===== src/rtl/flash_bus_arbiter.sv =====
// Request/grant arbiter sharing one Q-SPI flash between the SPI master and the QSPI controller.
// Round-robin on ties, no preemption, enforced CS-high gap and an optional hold-time watchdog.
module flash_bus_arbiter #(
    parameter int CS_IDLE_CYC  = 4,
    parameter int MAX_HOLD_CYC = 0,
    parameter int HOLD_CNT_W   = 16
) (
    input  logic       iCLK,
    input  logic       iRESETn,
    input  logic       iSPI_REQ,
    output logic       oSPI_GNT,
    input  logic       iSPI_SCK,
    input  logic       iSPI_MOSI,
    output logic       oSPI_MISO,
    input  logic       iQSPI_REQ,
    output logic       oQSPI_GNT,
    input  logic       iQSPI_DCLK,
    input  logic       iQSPI_OEn,
    input  logic [3:0] iQSPI_DATAOUT,
    input  logic [3:0] iQSPI_DATAOE,
    output logic [3:0] oQSPI_DATAIN,
    output logic       oFLASH_SCK,
    output logic       oFLASH_CSn,
    output logic [3:0] oFLASH_DO,
    output logic [3:0] oFLASH_OE,
    input  logic [3:0] iFLASH_DI,
    output logic [1:0] oOWNER,
    output logic       oERR_TIMEOUT,
    input  logic       iERR_CLR
);

    typedef enum logic [1:0] {IDLE, OWN_SPI, OWN_QSPI, GAP} state_e;

    localparam logic [3:0]            GAP_LOAD    = 4'(CS_IDLE_CYC - 1);
    localparam bit                    WDOG_EN     = (MAX_HOLD_CYC > 0);
    localparam logic [HOLD_CNT_W-1:0] HOLD_SET_AT = HOLD_CNT_W'((MAX_HOLD_CYC > 0) ? MAX_HOLD_CYC - 1 : 0);
    localparam logic [HOLD_CNT_W-1:0] HOLD_SAT    = '1;

    state_e                state_q, state_d;
    logic                  last_qspi_q, last_qspi_d;
    logic [3:0]            gap_cnt_q, gap_cnt_d;
    logic [HOLD_CNT_W-1:0] hold_cnt_q, hold_cnt_d;
    logic                  err_q, err_d;
    logic                  csn_q, csn_d;
    logic                  pick_spi, pick_qspi;
    logic                  arbitrate, set_err, owner_req;

    always_ff @(posedge iCLK or negedge iRESETn) begin
        if (!iRESETn) begin
            state_q     <= IDLE;
            last_qspi_q <= 1'b1;
            gap_cnt_q   <= '0;
            hold_cnt_q  <= '0;
            err_q       <= 1'b0;
            csn_q       <= 1'b1;
        end else begin
            state_q     <= state_d;
            last_qspi_q <= last_qspi_d;
            gap_cnt_q   <= gap_cnt_d;
            hold_cnt_q  <= hold_cnt_d;
            err_q       <= err_d;
            csn_q       <= csn_d;
        end
    end

    // On a tie the master that did not own the bus last wins.
    assign pick_spi  = iSPI_REQ && (!iQSPI_REQ || last_qspi_q);
    assign pick_qspi = iQSPI_REQ && !pick_spi;
    assign owner_req = (state_q == OWN_SPI) ? iSPI_REQ : iQSPI_REQ;

    always_comb begin
        state_d     = state_q;
        last_qspi_d = last_qspi_q;
        gap_cnt_d   = gap_cnt_q;
        hold_cnt_d  = hold_cnt_q;
        err_d       = err_q;
        csn_d       = csn_q;
        arbitrate   = 1'b0;
        set_err     = 1'b0;

        case (state_q)
            IDLE: arbitrate = 1'b1;
            OWN_SPI, OWN_QSPI: begin
                if (owner_req) begin
                    if (hold_cnt_q != HOLD_SAT) begin
                        hold_cnt_d = hold_cnt_q + 1'b1;
                    end
                    if (WDOG_EN && (hold_cnt_q == HOLD_SET_AT)) begin
                        set_err = 1'b1;
                    end
                end else begin
                    state_d     = GAP;
                    csn_d       = 1'b1;
                    last_qspi_d = (state_q == OWN_QSPI);
                    gap_cnt_d   = GAP_LOAD;
                end
            end
            // The last gap cycle arbitrates directly so CSn stays high exactly CS_IDLE_CYC cycles.
            GAP: begin
                if (gap_cnt_q == 4'd0) begin
                    arbitrate = 1'b1;
                end else begin
                    gap_cnt_d = gap_cnt_q - 1'b1;
                end
            end
            default: state_d = IDLE;
        endcase

        if (arbitrate) begin
            if (pick_spi) begin
                state_d    = OWN_SPI;
                csn_d      = 1'b0;
                hold_cnt_d = '0;
            end else if (pick_qspi) begin
                state_d    = OWN_QSPI;
                csn_d      = 1'b0;
                hold_cnt_d = '0;
            end else begin
                state_d = IDLE;
            end
        end

        if (set_err) begin
            err_d = 1'b1;
        end else if (iERR_CLR) begin
            err_d = 1'b0;
        end
    end

    always_comb begin
        oFLASH_SCK = 1'b0;
        oFLASH_DO  = 4'b0000;
        oFLASH_OE  = 4'b0000;
        case (state_q)
            OWN_SPI: begin
                oFLASH_SCK = iSPI_SCK;
                oFLASH_DO  = {2'b11, 1'b0, iSPI_MOSI};
                oFLASH_OE  = 4'b1101;
            end
            OWN_QSPI: begin
                oFLASH_DO = iQSPI_DATAOUT;
                if (!iQSPI_OEn) begin
                    oFLASH_SCK = iQSPI_DCLK;
                    oFLASH_OE  = iQSPI_DATAOE;
                end
            end
            default: ;
        endcase
    end

    assign oSPI_GNT     = (state_q == OWN_SPI);
    assign oQSPI_GNT    = (state_q == OWN_QSPI);
    assign oOWNER       = {state_q == OWN_QSPI, state_q == OWN_SPI};
    assign oFLASH_CSn   = csn_q;
    assign oERR_TIMEOUT = err_q;
    assign oSPI_MISO    = iFLASH_DI[1];
    assign oQSPI_DATAIN = iFLASH_DI;

endmodule


===== config.mk =====
export PLATFORM = sky130hd
export DESIGN_NAME = flash_bus_arbiter
export DESIGN_NICKNAME = d
export VERILOG_FILES = /design/src/rtl/flash_bus_arbiter.sv
export SDC_FILE = /design/constraint.sdc
export NUM_CORES = 1
export LEC_CHECK = 0
export BUFFER_PORTS_ARGS = -buffer_cell sky130_fd_sc_hd__clkbuf_2
export CAP_MARGIN = 5
export CELL_PAD_IN_SITES_DETAIL_PLACEMENT = 0
export CELL_PAD_IN_SITES_GLOBAL_PLACEMENT = 1
export CORE_UTILIZATION = 33
export DETAILED_ROUTE_END_ITERATION = 7
export GPL_TIMING_DRIVEN = 0
export PLACE_DENSITY_LB_ADDON = 0.1
export SKIP_CTS_REPAIR_TIMING = 1
export SLEW_MARGIN = 15
export SYNTH_ARGS = -nofsm -noshare
export SYNTH_HDL_FRONTEND = slang
export SYNTH_SLANG_ARGS = --single-unit

===== constraint.sdc =====
create_clock -name iCLK -period 2.7 [get_ports iCLK]
set_input_delay 0.135 -clock iCLK [delete_from_list [all_inputs] [get_ports iCLK]]
set_output_delay 0.135 -clock iCLK [all_outputs]
set_load 0.01 [all_outputs]

Word-level counts from Yosys, hierarchy flattened
Index checks and enable logic that the tools add are counted.
{"block": "classes", "muxes": 21, "eq_ne": 6, "add_sub_neg": 1, "reduce_logical": 13, "bitwise": 1}
{"op": "$pmux 4 s2", "count": 3}
{"op": "$mux 4", "count": 3}
{"op": "$mux 2", "count": 5}
{"op": "$mux 1", "count": 8}
{"op": "$ne 2x2->1 const B", "count": 3}
{"op": "$eq 2x2->1 const B", "count": 2}
{"op": "$logic_not 4->1", "count": 1}
{"op": "$pmux 1 s2", "count": 2}
{"op": "$reduce_and 2->1", "count": 2}
{"op": "$reduce_bool 2->1", "count": 2}
{"op": "$sub 4x1->4 const B", "count": 1}
{"op": "$reduce_and 3->1", "count": 1}
{"op": "$eq 2x1->1 const B", "count": 1}
{"op": "$logic_and 1x1->1", "count": 2}
{"op": "$logic_not 1->1", "count": 2}
{"op": "$logic_not 2->1", "count": 1}
{"op": "$reduce_or 2->1", "count": 1}
{"op": "$logic_or 1x1->1", "count": 1}
{"op": "$not 1->1", "count": 1}
{"block": "word_totals", "out_inout_bits": 20, "input_bits": 21, "wordCells": 46, "reg_bits": 8}

Depth between registers and ports, before layout
{"block": "depth", "word_depth": 8, "mapped_depth": 6}

Least setup slack after synthesis
OpenSTA, ideal clock, no wires.
{"block": "synth_timing", "kind": "register to register", "start": "reg state_q[1]", "end": "reg gap_cnt_q[1]", "stages_incl_launch_ff": 6, "required_time_ps": 2613, "arrival_time_ps": 1575, "setup_slack_ps": 1038, "path_buffers": 0, "path_cell_list": "dfrtp_1 > inv_1 > ha_1 > mux2_4 > a211o_1 > a22oi_1"}
{"block": "synth_via", "elab_chain_cells": 4, "elab_cells_between_ends": 10, "classes_between": "eq/ne: 5; mux: 2; reduce/logical: 3"}
{"element": "start: declaration", "line_no": "39", "text": "state_e state_q, state_d;"}
{"element": "start signal: assignment", "line_no": "57", "text": "state_q <= state_d;"}
{"element": "$eq 2x1->1 *"}
{"element": "via oSPI_GNT", "line_no": "11", "text": "output logic oSPI_GNT,"}
{"element": "$mux 1 / $reduce_or 2->1 (equally long branches)", "line_no": "69, 81"}
{"element": "$ne 2x2->1 (no line) / $reduce_bool 2->1 (equally long branches)"}
{"element": "$reduce_and 3->1 (no line)"}
{"element": "end signal: assignment", "line_no": "59", "text": "gap_cnt_q <= gap_cnt_d;"}
{"element": "end: declaration", "line_no": "41", "text": "logic [3:0] gap_cnt_q, gap_cnt_d;"}
The timed path passes the listed nets; every way through them passes the cells marked *.
A chain may end at the register's enable or synchronous reset.

Worst setup path after layout
{"block": "layout_timing", "start": "reg state_q[0]", "end": "out oFLASH_OE[0]"}
{"block": "layout_via", "elab_chain_cells": 2, "elab_cells_between_ends": 3, "classes_between": "eq/ne: 2; mux: 1"}
{"element": "$eq 2x2->1 / $eq 2x1->1 (equally long branches)", "line_no": "134", "text": "case (state_q)"}
{"element": "$pmux 4 s2 *", "line_no": "134"}
{"element": "end: declaration", "line_no": "25", "text": "output logic [3:0] oFLASH_OE,"}
Mark *: on every way between the ends. The rest lies on a longest branch, timed or not.

==> flow_summary.json <==
{
  "post-route-period-util_pct": 76.5,
  "finalSetupViolCount": 0,
  "routed_wire_length_per_instance_um": 11.1,
  "antenna_cells": 0,
  "max_freq_mhz": 484,
  "h-tree-depth": 1,
  "ys_seq_elements": 8,
  "end_kind": "output port",
  "irDropWorstVdd_mv": 0.479,
  "yosysSeqAreaShare_pct": 26.5,
  "hold_viol": 0,
  "p_leak_uw": 0.000533,
  "die_x_um": 50.2,
  "grt_pass1_vias": 623,
  "drc": 0,
  "routed_wl_um": 1710,
  "fin_tns_setup_ps": 0,
  "yosysWarnings": 0,
  "p_per_area_nw_per_um2": 904,
  "seq_area_um2": 203,
  "status": "completed",
  "cp_data_arrival_time_ps": 1930,
  "initial_core_util_pct": 35.0,
  "nFillCells": 218,
  "dp_hpwl_um": 1330,
  "fin_skew_ps": 11.1,
  "vias": 737,
  "yosysUniqueCellTypes": 32,
  "multi_input_area_um2": 469,
  "drive_gt1_share_pct": 41.3,
  "final_common_cell": "clkbuf_2",
  "r2r_cells": 5,
  "fp.dieH_um": 50.2,
  "cts_tree": "yes",
  "rsz0062_at_grt": "no",
  "clockBufferDepth": 2,
  "synth_fp_nets": 115,
  "ant_nets": 0,
  "clkTransAtPathRegs_ps": 60,
  "rows": 17,
  "netlist.area_leader.share_pct": 19.6,
  "start_kind": "flop",
  "num_io_pins": 41,
  "whs_path_depth": 3,
  "fin_ws_ps": 633,
  "syn_inst": 87,
  "final_net_count": 155,
  "antenna_found_initial": 0,
  "place_congestion": 0.684,
  "grt.total_usage_pct": 15.6,
  "syn_area_per_cell_um2": 8.80,
  "mostFrequentLayoutCells": "clkbuf_2, nor2b_1, buf_4",
  "drv_slew": 0,
  "clk_latency_ps": 250,
  "synth_top_cell_by_area": "dfrtp_1",
  "core_um2": 2190,
  "synth_area_um2": 766,
  "grt_pass1_wl_um": 2920,
  "clockRootBuffer": "clkbuf_4",
  "viasPerCell": 4.79,
  "synthTopCellsByArea": "dfrtp_1, ha_1, buf_4",
  "syn_to_final_growth_pct": 31.5,
  "grt_overflow": 0,
  "clkSinkCount": 8,
  "min_period_ps": 2070,
  "dieArea_um2": 2520,
  "post-place-ws_ps": 894,
  "grt_max_degree": 11,
  "drtIter0Drc": 6,
  "critPathKind": "flop to output port",
  "portBuffers": 34,
  "cp.required_ps": 2570,
  "min_path_type": "primary input to flop",
  "drt_pass1_iterations": 4,
  "path_max_fanout": 10,
  "numCtsBuffers": 3,
  "drv_cap": 0
}
## synthesized netlist by cell type (all sizes together)
| cell type | number |
|---|---|
| mux2i | 4 |
| nor2 | 3 |
| ha | 7 |
| dfrtp | 6 |
| o211ai | 1 |
| a32oi | 1 |
| mux2 | 2 |
| a211oi | 1 |
| o21ai | 3 |
| buf | 9 |
| and4bb | 1 |
| and2 | 2 |
| nand3 | 3 |
| conb | 1 |
| clkbuf | 1 |
| nand2 | 4 |
| a211o | 2 |
| a21oi | 7 |
| o21bai | 1 |
| nor4b | 2 |
| inv | 6 |
| nand4b | 1 |
| a22oi | 3 |
| nor2b | 9 |
| or4 | 1 |
| and3 | 1 |
| o22a | 1 |
| dfstp | 2 |
| nand3b | 1 |
| or3 | 1 |
## flip-flops by register name (all words and copies together), names as in the netlist
register / count
gap_cnt_q: 4
last_qspi_q: 1
oFLASH_CSn: 1
state_q: 2
## critical path: stages, from the launching register on
cell and delay [ps]:
dfrtp_1 410, inv_1 90, ha_1 360, buf_4 190, clkbuf_1 310, nor2b_1 190, clkbuf_2 140
## stage by stage
step           hold WS [ps]  area (um2)  std cells  utilization (%)  total power [uW]
6_report                172        1010        154             46.0               911
5_1_grt                 200        1010        154             46.0              1010
4_1_cts                -288         997        153             45.5               918
3_5_place_dp          -8.14         971        149             44.3               816
3_3_place_gp          -6.00         971        149             44.3               807
2_1_floorplan          -161         766         87                -               657
## final cells by class
type	instances	share of cell area (%)
Tap cell	28	3.48
Sequential cell	8	20.1
Timing Repair Buffer	35	17.9
Inverter	6	2.24
Clock buffer	4	2.61
Buffer	10	7.08
Multi-Input combinational cell	63	46.6
## final timing paths
kind,startpoint,slack (ps),end
hold reg to reg,oFLASH_CSn,560,oFLASH_CSn
setup reg to reg,state_q[1],900,last_qspi_q
min in group asynchronous,iRESETn,260,state_q[1]
max in group asynchronous,iRESETn,2180,oFLASH_CSn
hold / removal,iQSPI_REQ,170,state_q[1]
setup / recovery,state_q[0],630,oFLASH_OE[0]
## power breakdown
group          switching (uW)  internal [uW]  leakage (uW)
Sequential               52.0            181     0.0000887
Clock                    40.1           56.5     0.0000150
Combinational             300            282      0.000429
Total                     392            519      0.000533
## routing by layer
metal  routed length (um)  GRT usage [%]
met5                    0              0
met4                   29           10.0
met3                  121          0.909
met2                  701           25.3
met1                  855           19.9
## cell families after synthesis
group                    after synthesis  share of synthesized area [%]
other                                  1                          0.490
AO/OA/AOI/OAI                         20                           17.2
flip-flops                             8                           26.5
adder cells (fa/ha/maj)                7                           11.4
multiplexers                           6                           8.66
AND/OR/NAND/NOR                       29                           23.5
buffers and inverters                 16                           12.3
Power figures use the tool's default switching activity.
